## src/rtl/fastserial_stream_bridge.sv

```systemverilog
// Buffered bridge between the FTDI fast-serial byte engines and Avalon-ST byte streams.
// RX/TX FIFOs, TX handshake FSM keyed to the serializer busy flag, and drop/timeout statistics.
module fastserial_stream_bridge #(
  parameter int DATA_W      = 8,
  parameter int RX_DEPTH    = 16,
  parameter int TX_DEPTH    = 16,
  parameter int ACK_TIMEOUT = 64,
  parameter int CNT_W       = 16
) (
  input  logic                        i_clk,
  input  logic                        i_reset,
  input  logic [DATA_W-1:0]           i_rx_data,
  input  logic                        i_rx_ready,
  output logic                        o_rx_valid,
  output logic [DATA_W-1:0]           o_rx_data,
  input  logic                        i_rx_sink_ready,
  input  logic                        i_tx_valid,
  input  logic [DATA_W-1:0]           i_tx_data,
  output logic                        o_tx_src_ready,
  output logic [DATA_W-1:0]           o_tx_data,
  output logic                        o_tx_write,
  input  logic                        i_tx_busy,
  input  logic                        i_clear_stats,
  output logic [$clog2(RX_DEPTH):0]   o_rx_level,
  output logic [$clog2(TX_DEPTH):0]   o_tx_level,
  output logic                        o_rx_overflow,
  output logic [CNT_W-1:0]            o_rx_drop_cnt,
  output logic [CNT_W-1:0]            o_tx_timeout_cnt
);

  localparam int RX_AW = $clog2(RX_DEPTH);
  localparam int RX_LW = RX_AW + 1;
  localparam int TX_AW = $clog2(TX_DEPTH);
  localparam int TX_LW = TX_AW + 1;
  localparam int TMR_W = $clog2(ACK_TIMEOUT);

  typedef enum logic [1:0] {
    IDLE,
    STROBE,
    WAIT_ACK,
    WAIT_DONE
  } state_t;

  state_t state;

  // RX FIFO (first-word-fall-through)
  logic [DATA_W-1:0] rx_mem [RX_DEPTH];
  logic [RX_AW-1:0]  rx_wr_ptr;
  logic [RX_AW-1:0]  rx_rd_ptr;
  logic              rx_full;
  logic              rx_pop;
  logic              rx_push;
  logic              rx_drop;

  assign rx_full    = (o_rx_level == RX_LW'(RX_DEPTH));
  assign o_rx_valid = (o_rx_level != '0);
  assign o_rx_data  = rx_mem[rx_rd_ptr];
  assign rx_pop     = o_rx_valid && i_rx_sink_ready;
  // A full FIFO still accepts a byte when the head leaves in the same cycle.
  assign rx_push    = i_rx_ready && (!rx_full || rx_pop);
  assign rx_drop    = i_rx_ready && rx_full && !rx_pop;

  always_ff @(posedge i_clk) begin
    if (rx_push) begin
      rx_mem[rx_wr_ptr] <= i_rx_data;
    end
  end

  always_ff @(posedge i_clk) begin
    if (i_reset) begin
      rx_wr_ptr  <= '0;
      rx_rd_ptr  <= '0;
      o_rx_level <= '0;
    end else begin
      if (rx_push) begin
        rx_wr_ptr <= rx_wr_ptr + RX_AW'(1);
      end
      if (rx_pop) begin
        rx_rd_ptr <= rx_rd_ptr + RX_AW'(1);
      end
      if (rx_push && !rx_pop) begin
        o_rx_level <= o_rx_level + RX_LW'(1);
      end else if (!rx_push && rx_pop) begin
        o_rx_level <= o_rx_level - RX_LW'(1);
      end
    end
  end

  // TX FIFO
  logic [DATA_W-1:0] tx_mem [TX_DEPTH];
  logic [TX_AW-1:0]  tx_wr_ptr;
  logic [TX_AW-1:0]  tx_rd_ptr;
  logic              tx_push;
  logic              tx_pop;
  logic [TX_LW-1:0]  tx_level_nxt;

  assign tx_push = i_tx_valid && o_tx_src_ready;
  assign tx_pop  = (state == IDLE) && (o_tx_level != '0) && !i_tx_busy;

  always_comb begin
    tx_level_nxt = o_tx_level;
    if (tx_push && !tx_pop) begin
      tx_level_nxt = o_tx_level + TX_LW'(1);
    end else if (!tx_push && tx_pop) begin
      tx_level_nxt = o_tx_level - TX_LW'(1);
    end
  end

  always_ff @(posedge i_clk) begin
    if (tx_push) begin
      tx_mem[tx_wr_ptr] <= i_tx_data;
    end
  end

  always_ff @(posedge i_clk) begin
    if (i_reset) begin
      tx_wr_ptr      <= '0;
      tx_rd_ptr      <= '0;
      o_tx_level     <= '0;
      o_tx_src_ready <= 1'b1;
    end else begin
      if (tx_push) begin
        tx_wr_ptr <= tx_wr_ptr + TX_AW'(1);
      end
      if (tx_pop) begin
        tx_rd_ptr <= tx_rd_ptr + TX_AW'(1);
      end
      o_tx_level     <= tx_level_nxt;
      o_tx_src_ready <= (tx_level_nxt != TX_LW'(TX_DEPTH));
    end
  end

  // TX handshake FSM
  logic [TMR_W-1:0] ack_timer;
  logic             ack_timeout;

  assign ack_timeout = (state == WAIT_ACK) && !i_tx_busy && (ack_timer == TMR_W'(ACK_TIMEOUT - 1));

  always_ff @(posedge i_clk) begin
    if (i_reset) begin
      state      <= IDLE;
      o_tx_data  <= '0;
      o_tx_write <= 1'b0;
      ack_timer  <= '0;
    end else begin
      o_tx_write <= 1'b0;
      case (state)
        IDLE: begin
          if (tx_pop) begin
            o_tx_data  <= tx_mem[tx_rd_ptr];
            o_tx_write <= 1'b1;
            state      <= STROBE;
          end
        end
        STROBE: begin
          ack_timer <= '0;
          state     <= WAIT_ACK;
        end
        WAIT_ACK: begin
          if (i_tx_busy) begin
            state <= WAIT_DONE;
          end else if (ack_timeout) begin
            state <= IDLE;
          end else begin
            ack_timer <= ack_timer + TMR_W'(1);
          end
        end
        WAIT_DONE: begin
          if (!i_tx_busy) begin
            state <= IDLE;
          end
        end
        default: state <= IDLE;
      endcase
    end
  end

  // Statistics; clear wins over a same-cycle event
  always_ff @(posedge i_clk) begin
    if (i_reset || i_clear_stats) begin
      o_rx_overflow    <= 1'b0;
      o_rx_drop_cnt    <= '0;
      o_tx_timeout_cnt <= '0;
    end else begin
      if (rx_drop) begin
        o_rx_overflow <= 1'b1;
        if (o_rx_drop_cnt != '1) begin
          o_rx_drop_cnt <= o_rx_drop_cnt + CNT_W'(1);
        end
      end
      if (ack_timeout && (o_tx_timeout_cnt != '1)) begin
        o_tx_timeout_cnt <= o_tx_timeout_cnt + CNT_W'(1);
      end
    end
  end

endmodule

```

## config.mk

```make
export PLATFORM = sky130hd
export DESIGN_NAME = fastserial_stream_bridge
export DESIGN_NICKNAME = d
export VERILOG_FILES = /design/src/rtl/fastserial_stream_bridge.sv
export SDC_FILE = /design/constraint.sdc
export NUM_CORES = 1
export LEC_CHECK = 0
export CORE_ASPECT_RATIO = 0.75
export CORE_MARGIN = 3
export CORE_UTILIZATION = 35
export DETAILED_ROUTE_END_ITERATION = 12
export MAX_ROUTING_LAYER = met4
export REMOVE_ABC_BUFFERS = 1
export SLEW_MARGIN = 10
export SYNTH_ARGS = -nofsm -noshare
export SYNTH_HDL_FRONTEND = slang
export SYNTH_SLANG_ARGS = --single-unit
```

## constraint.sdc

```tcl
create_clock -name i_clk -period 2.43 [get_ports i_clk]
set_input_delay 0.486 -clock i_clk [delete_from_list [all_inputs] [get_ports i_clk]]
set_output_delay 0.486 -clock i_clk [all_outputs]
set_load 0.005 [all_outputs]
```

# After elaboration in Yosys (flattened, before gate mapping)
# Memories as Yosys holds them, arrays and structs flattened. A register that Yosys moved wholly into a read port is not among the register bits.
# Index checks and enable logic that the tools add are counted.
# Widths: inputs -> output; s select.
# totals
regBits,69
ramBits,256
input_bits,23
output_inout_bits,62
word_cells,91
memories,2
# op_classes
n_addsub,11
eq_ne,13
muxes,19
n_bitwise,1
reduce_logical,32
# mem_list
name,depth,width,rd,rd_ports_with_merged_regs,write_ports,line,rtl
rx_mem,16,8,1,1,1,47,logic [DATA_W-1:0] rx_mem [RX_DEPTH];
tx_mem,16,8,1,1,1,90,logic [DATA_W-1:0] tx_mem [TX_DEPTH];
# op_table
operator,n
$add 16x1->16 const B,2
$ne 16x16->1 const B,2
$mux 5,4
$add 4x1->4 const B,4
$logic_and 1x1->1,14
$mux 6,2
$pmux 6 s2,1
$add 5x1->5 const B,2
$reduce_bool 5->1,2
$sub 5x1->5 const B,2
$mux 2,4
$mux 4,2
$ne 2x2->1 const B,4
$pmux 2 s4,1
$add 6x1->6 const B,1
$eq 6x6->1 const B,1
$logic_not 1->1,6
$reduce_and 3->1,2
$eq 5x5->1 const B,1
$mux 1,5
$ne 5x5->1 const B,1
$eq 2x2->1 const B,2
$reduce_and 2->1,2
$reduce_bool 2->1,2
other kinds (6),7

# Longest topological paths before layout
# Gate-level depths: netlist of the first run.
# depth
word_depth,8
mapped_depth,11
mapped_depth_nobuf,11

# Worst setup path after synthesis of the first run
# OpenSTA, ideal clock, no wires.
# synth_path
path_type,input port to flip-flop
start,input port i_rx_sink_ready
end,register o_rx_level[4]
setup_time_ps,70
arrival_ps,2557
t_required_ps,2360
setup_slack_ps,-197
cell_stages,10
n_path_buf,0
cell_sequence,nor2b_1 > a21boi_1 > ha_1 > inv_1 > fa_1 > a21o_1 > a21oi_1 > xnor2_1 > or3_1 > a21oi_1
# synth_via
elab_chain_len,6
word_cells_on_any_way,9
classes_between,mux (1); reduce/logical (8)
# synth_lines
item,line,rtl
start: declaration,16,"input logic i_rx_sink_ready,"
$logic_and 1x1->1 (*),58,assign rx_pop = o_rx_valid && i_rx_sink_ready;
$logic_or 1x1->1 (*),60,assign rx_push = i_rx_ready && (!rx_full || rx_pop);
$logic_and 1x1->1 (*),60,
named net rx_push,52,logic rx_push;
$logic_not 1->1,83,end else if (!rx_push && rx_pop) begin
$logic_and 1x1->1,83,
$reduce_bool 2->1 (no line),--,
end signal: assignment,82,o_rx_level <= o_rx_level + RX_LW'(1);
end signal: assignment,84,o_rx_level <= o_rx_level - RX_LW'(1);
end: declaration,24,"output logic [$clog2(RX_DEPTH):0] o_rx_level,"
# Mark *: on every way through the listed nets, which the timed path passes. The rest lies on a longest branch.
# A chain may end at the register's enable or synchronous reset.

==> impl_metrics.ini, run 1 <==
[status]
status = complete, but fails checks
failed_checks = negative setup slack

[floorplan]
start_util = 0.361
ios = 85
die_w_um = 234
row_count = 61
fp.dieH_um = 177
core_area_mm2 = 0.0378
fp.dieArea_mm2 = 0.0414

[drt]
drcViolationCount = 0
firstDrtPassIters = 4
antenna_left = 0
vias = 7867
drt-total-wl_mm = 30.2
drt-vias-per-instance = 5.04
route.detailed.wl_per_inst_um = 19.3
drtIter0Drc = 691

[setup_path]
slowest_delay_ps = 540
crit_type = reg -> out
slowest_stage = mux4_2
worstSetupEndpointType = output pin
critPathLaunchType = register
path_max_fanout = 5
r2r-start = o_rx_level[0]
cp.arrival_ps = 2380
reg2regPathDepth = 11
crit_chain = buf_6, buf_12, mux4_2, mux4_2, buf_6
required_ps = 1940

[timing]
tns_ps = -3130
whs_ps = 392
finalCriticalPeriod_ps = 2860
rsz0062_at_grt = yes
relSlewSlack = 0.542
timing.final.max_slew_violations = 0
fin_crit_sh = 1.18
fin_skew_ps = 25.3
finalHoldViolations = 0
worst_slack_ps = -432
fmax_mhz = 349
worst_pin_slew_ps = 684
setup_violations = 8

[min_path]
hold_path_class = in -> reg
hold_start = i_reset
whs_path_depth = 3

[power]
switchingPower_mw = 4.26
p_int_mw = 12.0
swShare = 0.262
pwr-share-comb = 0.244
p_leak_nw = 5.61
pwr-share-seq = 0.412
ir_drop_mv = 0.454
power_mw = 16.3
p_per_area_mw_per_mm2 = 955
power_frac_clock = 0.345

[synthesis]
synth_compound_area_frac = 0.0470
syn_inst = 859
synth_fa_ha_area_frac = 0.0198
synthMuxAreaShare = 0.125
synth_cell_types = 51
yosysSeqAreaShare = 0.683
synth_ff_type = edfxtp_1
synth_top_family_by_area = multiplexers
synth_edf_count = 256
synth-seq-cells = 337
synth.avg_cell_area_um2 = 15.9
netlist_area_mm2 = 0.0136
synth-async-reset-ratio = 0
synth-warning-count = 0
synthXorXnorAreaFrac = 0.0263
synthSimpleGateAreaFrac = 0.0854

[placement]
placed_cell_area_mm2 = 0.0156
hpwl_mm = 19.3
io_buffers = 84
place_inst = 1486
pre_cts_ws_ps = -439
place_congestion = 0.781

[layout]
area_growth_pct = 24.8
stdcell_area_mm2 = 0.0170
final_util = 0.450
final_cell_mix = edfxtp_1, nor2_1, dfxtp_1
nFillCells = 3291
layout-drive-gt1-share = 0.227
final_common_cell = edfxtp_1
fin_cells = 1560
nNetsFinal = 1073

[clock_tree]
clk_pin_slew_ps = 60
numCtsBuffers = 35
cts.htree.levels = 2
cts_root_buf = clkbuf_16
clock_latency_ps = 550
cts_tree = built
max-clock-path-buffers = 3
hold_buffers = 0
cts.sinks = 337

[global_routing]
grt_overflow_total = 0
grtUsageTotal = 0.151
grt_max_degree = 33
grt_pass1_vias = 7871
antenna_found_initial = 2
grt_pass1_wl_mm = 46.8

[run]
maxCapViolations = 0
[cell type report]
class	instances	area, um^2	area share
repair buffers	171	1640	0.0963
well taps	504	631	0.0371
flip-flops and latches	337	9320	0.547
clock buffers	46	937	0.0551
clock inverters	17	273	0.0160
diodes	1	2.50	0.000147
inverters	11	43.8	0.00257
multi-input cells	473	4170	0.245
[layer usage]
| metal | track usage | part of all wire | wire length, um | up-vias |
|---|---|---|---|---|
| met5 | - | 0 | 0 | - |
| li1 | - | - | - | 3695 |
| met1 | 0.217 | 0.48 | 14400 | 3949 |
| met2 | 0.222 | 0.45 | 13700 | 185 |
| met3 | 0.0296 | 0.052 | 1560 | 38 |
| met4 | 0.0377 | 0.018 | 538 | 0 |
[worst paths after layout]
kind,to,slack [ps]
setup reg to reg,o_rx_level[4],110
hold / removal,o_tx_data[5],390
hold reg to reg,o_tx_data[2],460
setup / recovery,o_rx_data[5],-430
[kinds of logic after synthesis]
kind of cell	Yosys count
AOI/OAI and AO/OA	95
xor gates and xnor gates	41
DFF	337
muxes	80
buffers and inverters	49
adders and majority gates	21
and+or+nand+nor	236
[synthesized netlist by cell type (all sizes together), types with 16 or more instances]
| cell type | instances | area share |
|---|---|---|
| a21oi | 28 | 0.010 |
| a22o | 16 | 0.010 |
| clkbuf | 27 | 0.0074 |
| dfxtp | 81 | 0.12 |
| edfxtp | 256 | 0.56 |
| ha | 20 | 0.018 |
| mux4 | 72 | 0.12 |
| nand2 | 47 | 0.013 |
| nand3 | 18 | 0.0073 |
| nor2 | 90 | 0.025 |
| nor3 | 16 | 0.0062 |
| o21ai | 21 | 0.0077 |
| xnor2 | 19 | 0.012 |
| xor2 | 22 | 0.014 |
[worst max-delay path: cells and delay by family, from the launching register on]
kind	cells	cell delay (ps)
multiplexers	2	1030
flip-flops	1	390
buffers and inverters	3	430
[state kept, by name, indices dropped and copies added, names as in the netlist, named ones only]
signal,cells
o_tx_level,5
tx_wr_ptr,4
o_tx_timeout_cnt,16
o_rx_level,5
o_rx_drop_cnt,16
o_tx_data,8
o_tx_src_ready,1
state,2
ack_timer,6
rx_wr_ptr,4
rx_rd_ptr,4
tx_rd_ptr,4
o_rx_overflow,1
tx_mem,128
o_tx_write,1
rx_mem,128
[power groups by stage]
stage / clock network, mW / logic (mW) / registers (mW)
after detailed placement: 0 / 3.66 / 6.80
after CTS: 5.74 / 3.93 / 6.69
after global placement: 0 / 3.63 / 6.79
after global routing: 6.01 / 4.29 / 6.73
after floorplan: 0 / 1.83 / 7.08
final: 5.60 / 3.96 / 6.69
[what timing repair did]
| item | CTS | global route |
|---|---|---|
| setup buffers | 4 | 2 |
| endpoints found under the hold margin | 0 | 0 |
| pin swaps | 1 | 8 |
| gates cloned | 4 | 0 |
| setup endpoints to repair | 9 | 11 |
| resized for setup | 39 | 13 |
Note: power is estimated with default switching activity, not from simulation.
==> inputs of run 2 (changes only) <==
GPL_TIMING_DRIVEN = 0   (was not set)
==> impl_metrics.ini, run 2 (same netlist as run 1, synthesis figures left out) <==
[global_routing]
busiest_layer = met1
grtUsageMet3 = 0.0386
grt_pass1_wl_mm = 43.8
met2_usage = 0.200
grtUsageTotal = 0.141
grt_overflow_total = 0
grt_max_degree = 41
antenna_found_initial = 1
grt_use_met1 = 0.203
grt_pass1_vias = 7446

[min_path]
hold_end = o_tx_data[4]
hold_path_class = in -> reg
whs_path_depth = 2
hold_start = i_reset

[setup_path]
reg2regPathDepth = 11
r2r_slack_ps = 120
worstSetupEndpointType = output pin
r2r-start = o_rx_level[0]
crit_type = reg -> out
cp.arrival_ps = 2310
path_max_fanout = 5
r2r_end = o_rx_level[4]
required_ps = 1940
critPathLaunchType = register

[clock_tree]
cts.sinks = 337
max-clock-path-buffers = 3
cts_tree = built
cts_root_buf = clkbuf_16
clock_latency_ps = 530
numCtsBuffers = 36
clk_pin_slew_ps = 60
hold_buffers = 0
cts.htree.levels = 2

[timing]
rsz0062_at_grt = yes
timing.final.max_slew_violations = 0
finalHoldViolations = 0
fmax_mhz = 358
relSlewSlack = 0.439
worst_pin_slew_ps = 839
tns_ps = -2740
worst_slack_ps = -363
fin_crit_sh = 1.15
fin_skew_ps = 19.8
finalCriticalPeriod_ps = 2790
setup_violations = 8

[status]
status = complete, but fails checks
failed_checks = negative setup slack

[drt]
drtIter0Drc = 540
firstDrtPassIters = 5
drcViolationCount = 0
vias = 7613
drt-vias-per-instance = 5.12
route.detailed.wl_per_inst_um = 19.0
antenna_left = 0
drt-total-wl_mm = 28.2

[layout]
layout-drive-gt1-share = 0.180
area_growth_pct = 20.5
final_cell_mix = edfxtp_1, nor2_1, clkdlybuf4s50_1
final_util = 0.435
reg.largest.list = rx_mem (128), tx_mem (128)
final_common_cell = edfxtp_1
nFillCells = 3371
nNetsFinal = 1002
stdcell_area_mm2 = 0.0164

[floorplan]
die_w_um = 234
ios = 85
fp.dieArea_mm2 = 0.0414
start_util = 0.361
row_count = 61
fp.dieH_um = 177
core_area_mm2 = 0.0378

[power]
p_leak_nw = 5.24
power_mw = 15.7
ir_drop_mv = 0.478
p_per_area_mw_per_mm2 = 957

[placement]
placed_cell_area_mm2 = 0.0151
hpwl_mm = 18.4
pre_cts_ws_ps = -1030
place_congestion = 0.756
io_buffers = 84

[run]
maxCapViolations = 0
-- run 2: cell count changes in the layout (fill, tap and decap cells not counted), moves of 3 or more --
cell,delta
buf_4,-68
nor3_2,+8
clkinv_2,-5
dfxtp_4,+3
buf_12,-3
nor3_1,-8
dfxtp_1,-5
-- run 2: worst max-delay path, stage by stage (launching register included) --
cell	delay (ps)
dfxtp_4	390
buf_6	150
buf_16	130
mux4_2	500
mux4_2	480
buf_2	140
-- run 2: how the worst max path moves through the flow --
stage	to	cells after the start	slack (ps)
floorplan	o_rx_data[0]	2	-620
global placement	o_rx_data[5]	3	-1760
detailed placement	o_rx_level[4]	11	-1030
CTS	o_rx_data[5]	5	-410
global route	o_rx_data[2]	5	-440
finish	o_rx_data[6]	5	-360
-- run 2: cell type report --
type / instances / area [um^2] / share of cell area
Sequential cell: 337 / 9330 / 0.568
Multi-Input combinational cell: 473 / 4220 / 0.257
Timing Repair Buffer: 99 / 1020 / 0.0624
Clock buffer: 50 / 983 / 0.0599
Tap cell: 504 / 631 / 0.0384
Clock inverter: 13 / 195 / 0.0119
Inverter: 11 / 43.8 / 0.00267
Antenna cell: 1 / 2.50 / 0.000152
-- run 2: routing by layer --
| layer | vias to the layer above | share of wire |
|---|---|---|
| li1 | 3551 | - |
| met1 | 3838 | 0.47 |
| met2 | 181 | 0.44 |
| met3 | 43 | 0.071 |
| met4 | 0 | 0.018 |
| met5 | - | 0 |
-- run 2: power by group --
group	switching [mW]	internal [mW]	total (mW)
Sequential	0.412	6.50	6.91
Clock	2.20	3.28	5.48
Combinational	1.49	1.85	3.34
Total	4.10	11.6	15.7
-- run 2: repair_timing --
action / CTS / global route
pin swaps: 3 / 3
buffers inserted: 9 / 1
setup endpoints to repair: 156 / 10
resized for setup: 50 / 10
cloned: 3 / 0
-- run 2: stage by stage --
stage,std cells,hold slack (ps)
floorplan,821,447
global placement,1409,444
detailed placement,1413,447
CTS,1488,170
global route,1488,182
finish,1488,201
==> inputs of run 3 (changes only) <==
CORE_MARGIN = 4   (was 3)
==> impl_metrics.ini, run 3 (same netlist as run 1, synthesis figures left out) <==
[power]
p_int_mw = 11.7
pwr-share-comb = 0.214
switchingPower_mw = 4.20
pwr-share-seq = 0.436
swShare = 0.265
power_frac_clock = 0.351
p_leak_nw = 5.28
p_per_area_mw_per_mm2 = 960
ir_drop_mv = 0.626

[setup_path]
worstSetupEndpointType = output pin
required_ps = 1940
crit_type = reg -> out
cp.arrival_ps = 2350
path_max_fanout = 5
critPathLaunchType = register

[global_routing]
grt_pass1_wl_mm = 44.4
grt_pass1_vias = 7535
grt_overflow_total = 0
grtUsageTotal = 0.139
grt_max_degree = 41
antenna_found_initial = 0

[layout]
final_cell_mix = edfxtp_1, nor2_1, dfxtp_1, clkdlybuf4s50_1, mux4_2
antenna_cells = 0
final_common_cell = edfxtp_1
final_util = 0.431
layout-drive-gt1-share = 0.192
stdcell_area_mm2 = 0.0165
area_growth_pct = 21.3
reg.largest.list = rx_mem (128), tx_mem (128)
nNetsFinal = 1008
nFillCells = 3423

[floorplan]
row_count = 62
start_util = 0.355
fp.dieH_um = 179
fp.dieArea_mm2 = 0.0422
core_area_mm2 = 0.0384
die_w_um = 236
ios = 85

[clock_tree]
hold_buffers = 0
numCtsBuffers = 36
clk_pin_slew_ps = 60
cts_tree = built
max-clock-path-buffers = 3
cts.sinks = 337
cts.htree.levels = 2
clock_latency_ps = 550
cts_root_buf = clkbuf_16

[placement]
io_buffers = 84
place_congestion = 0.794
hpwl_mm = 18.4
placed_cell_area_mm2 = 0.0151

[status]
failed_checks = negative setup slack
status = complete, but fails checks

[drt]
drt-total-wl_mm = 28.7
drt-vias-per-instance = 5.01
drcViolationCount = 0
drtIter0Drc = 609
vias = 7531
route.detailed.wl_per_inst_um = 19.1
antenna_left = 0
firstDrtPassIters = 5

[min_path]
hold_path_class = in -> reg

[timing]
rsz0062_at_grt = yes
whs_ps = 168
timing.final.max_slew_violations = 0
setup_violations = 8
finalHoldViolations = 0
relSlewSlack = 0.424
fin_crit_sh = 1.17
worst_slack_ps = -405
fin_skew_ps = 34.5
worst_pin_slew_ps = 860
tns_ps = -2960
fmax_mhz = 353
finalCriticalPeriod_ps = 2830

[run]
maxCapViolations = 0
## run 3: timing repair
action	CTS	global route
setup endpoints to repair	132	28
cloned	3	0
pin swaps	3	5
buffers inserted	9	3
hold endpoints to repair	0	0
resized for setup	51	16
## run 3: final cells by class
type                    count  area [um^2]  share of cell area
clock inverters            16          245              0.0148
flip-flops and latches    337         9330               0.564
clock buffers              48          966              0.0584
well taps                 512          641              0.0387
inverters                  11         41.3             0.00250
repair buffers            105         1090              0.0660
multi-input cells         473         4230               0.256
## run 3: per-layer routing
layer  wire length [um]  GRT usage  vias up  part of all wire
met1              13500      0.192     3797              0.47
met4                599     0.0330        0             0.021
met2              13100      0.210      141              0.46
met3               1460     0.0331       44             0.051
met5                  0          -        -                 0
li1                   -          -     3549                 -
## run 3: path summary, 6_finish.rpt
check,slack (ps),endpoint,from,cells after the start
min,170,o_tx_data[4],i_reset,2
min reg2reg,450,o_tx_data[4],o_tx_data[4],2
max,-400,o_rx_data[4],register,5
max reg2reg,70,o_rx_level[4],o_rx_level[3],11
## run 3: metrics by stage
| stage | total power, mW | std cells | setup slack, ps |
|---|---|---|---|
| final | 15.9 | 1502 | -405 |
| after global routing | 16.7 | 1502 | -490 |
| after CTS | 16.1 | 1501 | -475 |
| after detailed placement | 10.2 | 1425 | -1110 |
| after global placement | 10.1 | 1417 | -1730 |
| after floorplan | 8.90 | 821 | -619 |
## run 3: power groups by stage
stage / sequential [mW] / combinational, mW / clock, mW
after floorplan: 7.08 / 1.83 / 0
after global placement: 7.26 / 2.81 / 0
after detailed placement: 7.11 / 3.04 / 0
after CTS: 6.94 / 3.43 / 5.69
after global routing: 7.00 / 3.70 / 5.96
final: 6.92 / 3.39 / 5.57
## run 3: critical path, cell delays in order, from the launching register on
cell and delay (ps):
dfxtp_4 420, buf_6 150, buf_16 130, mux4_2 490, mux4_2 490, buf_2 140
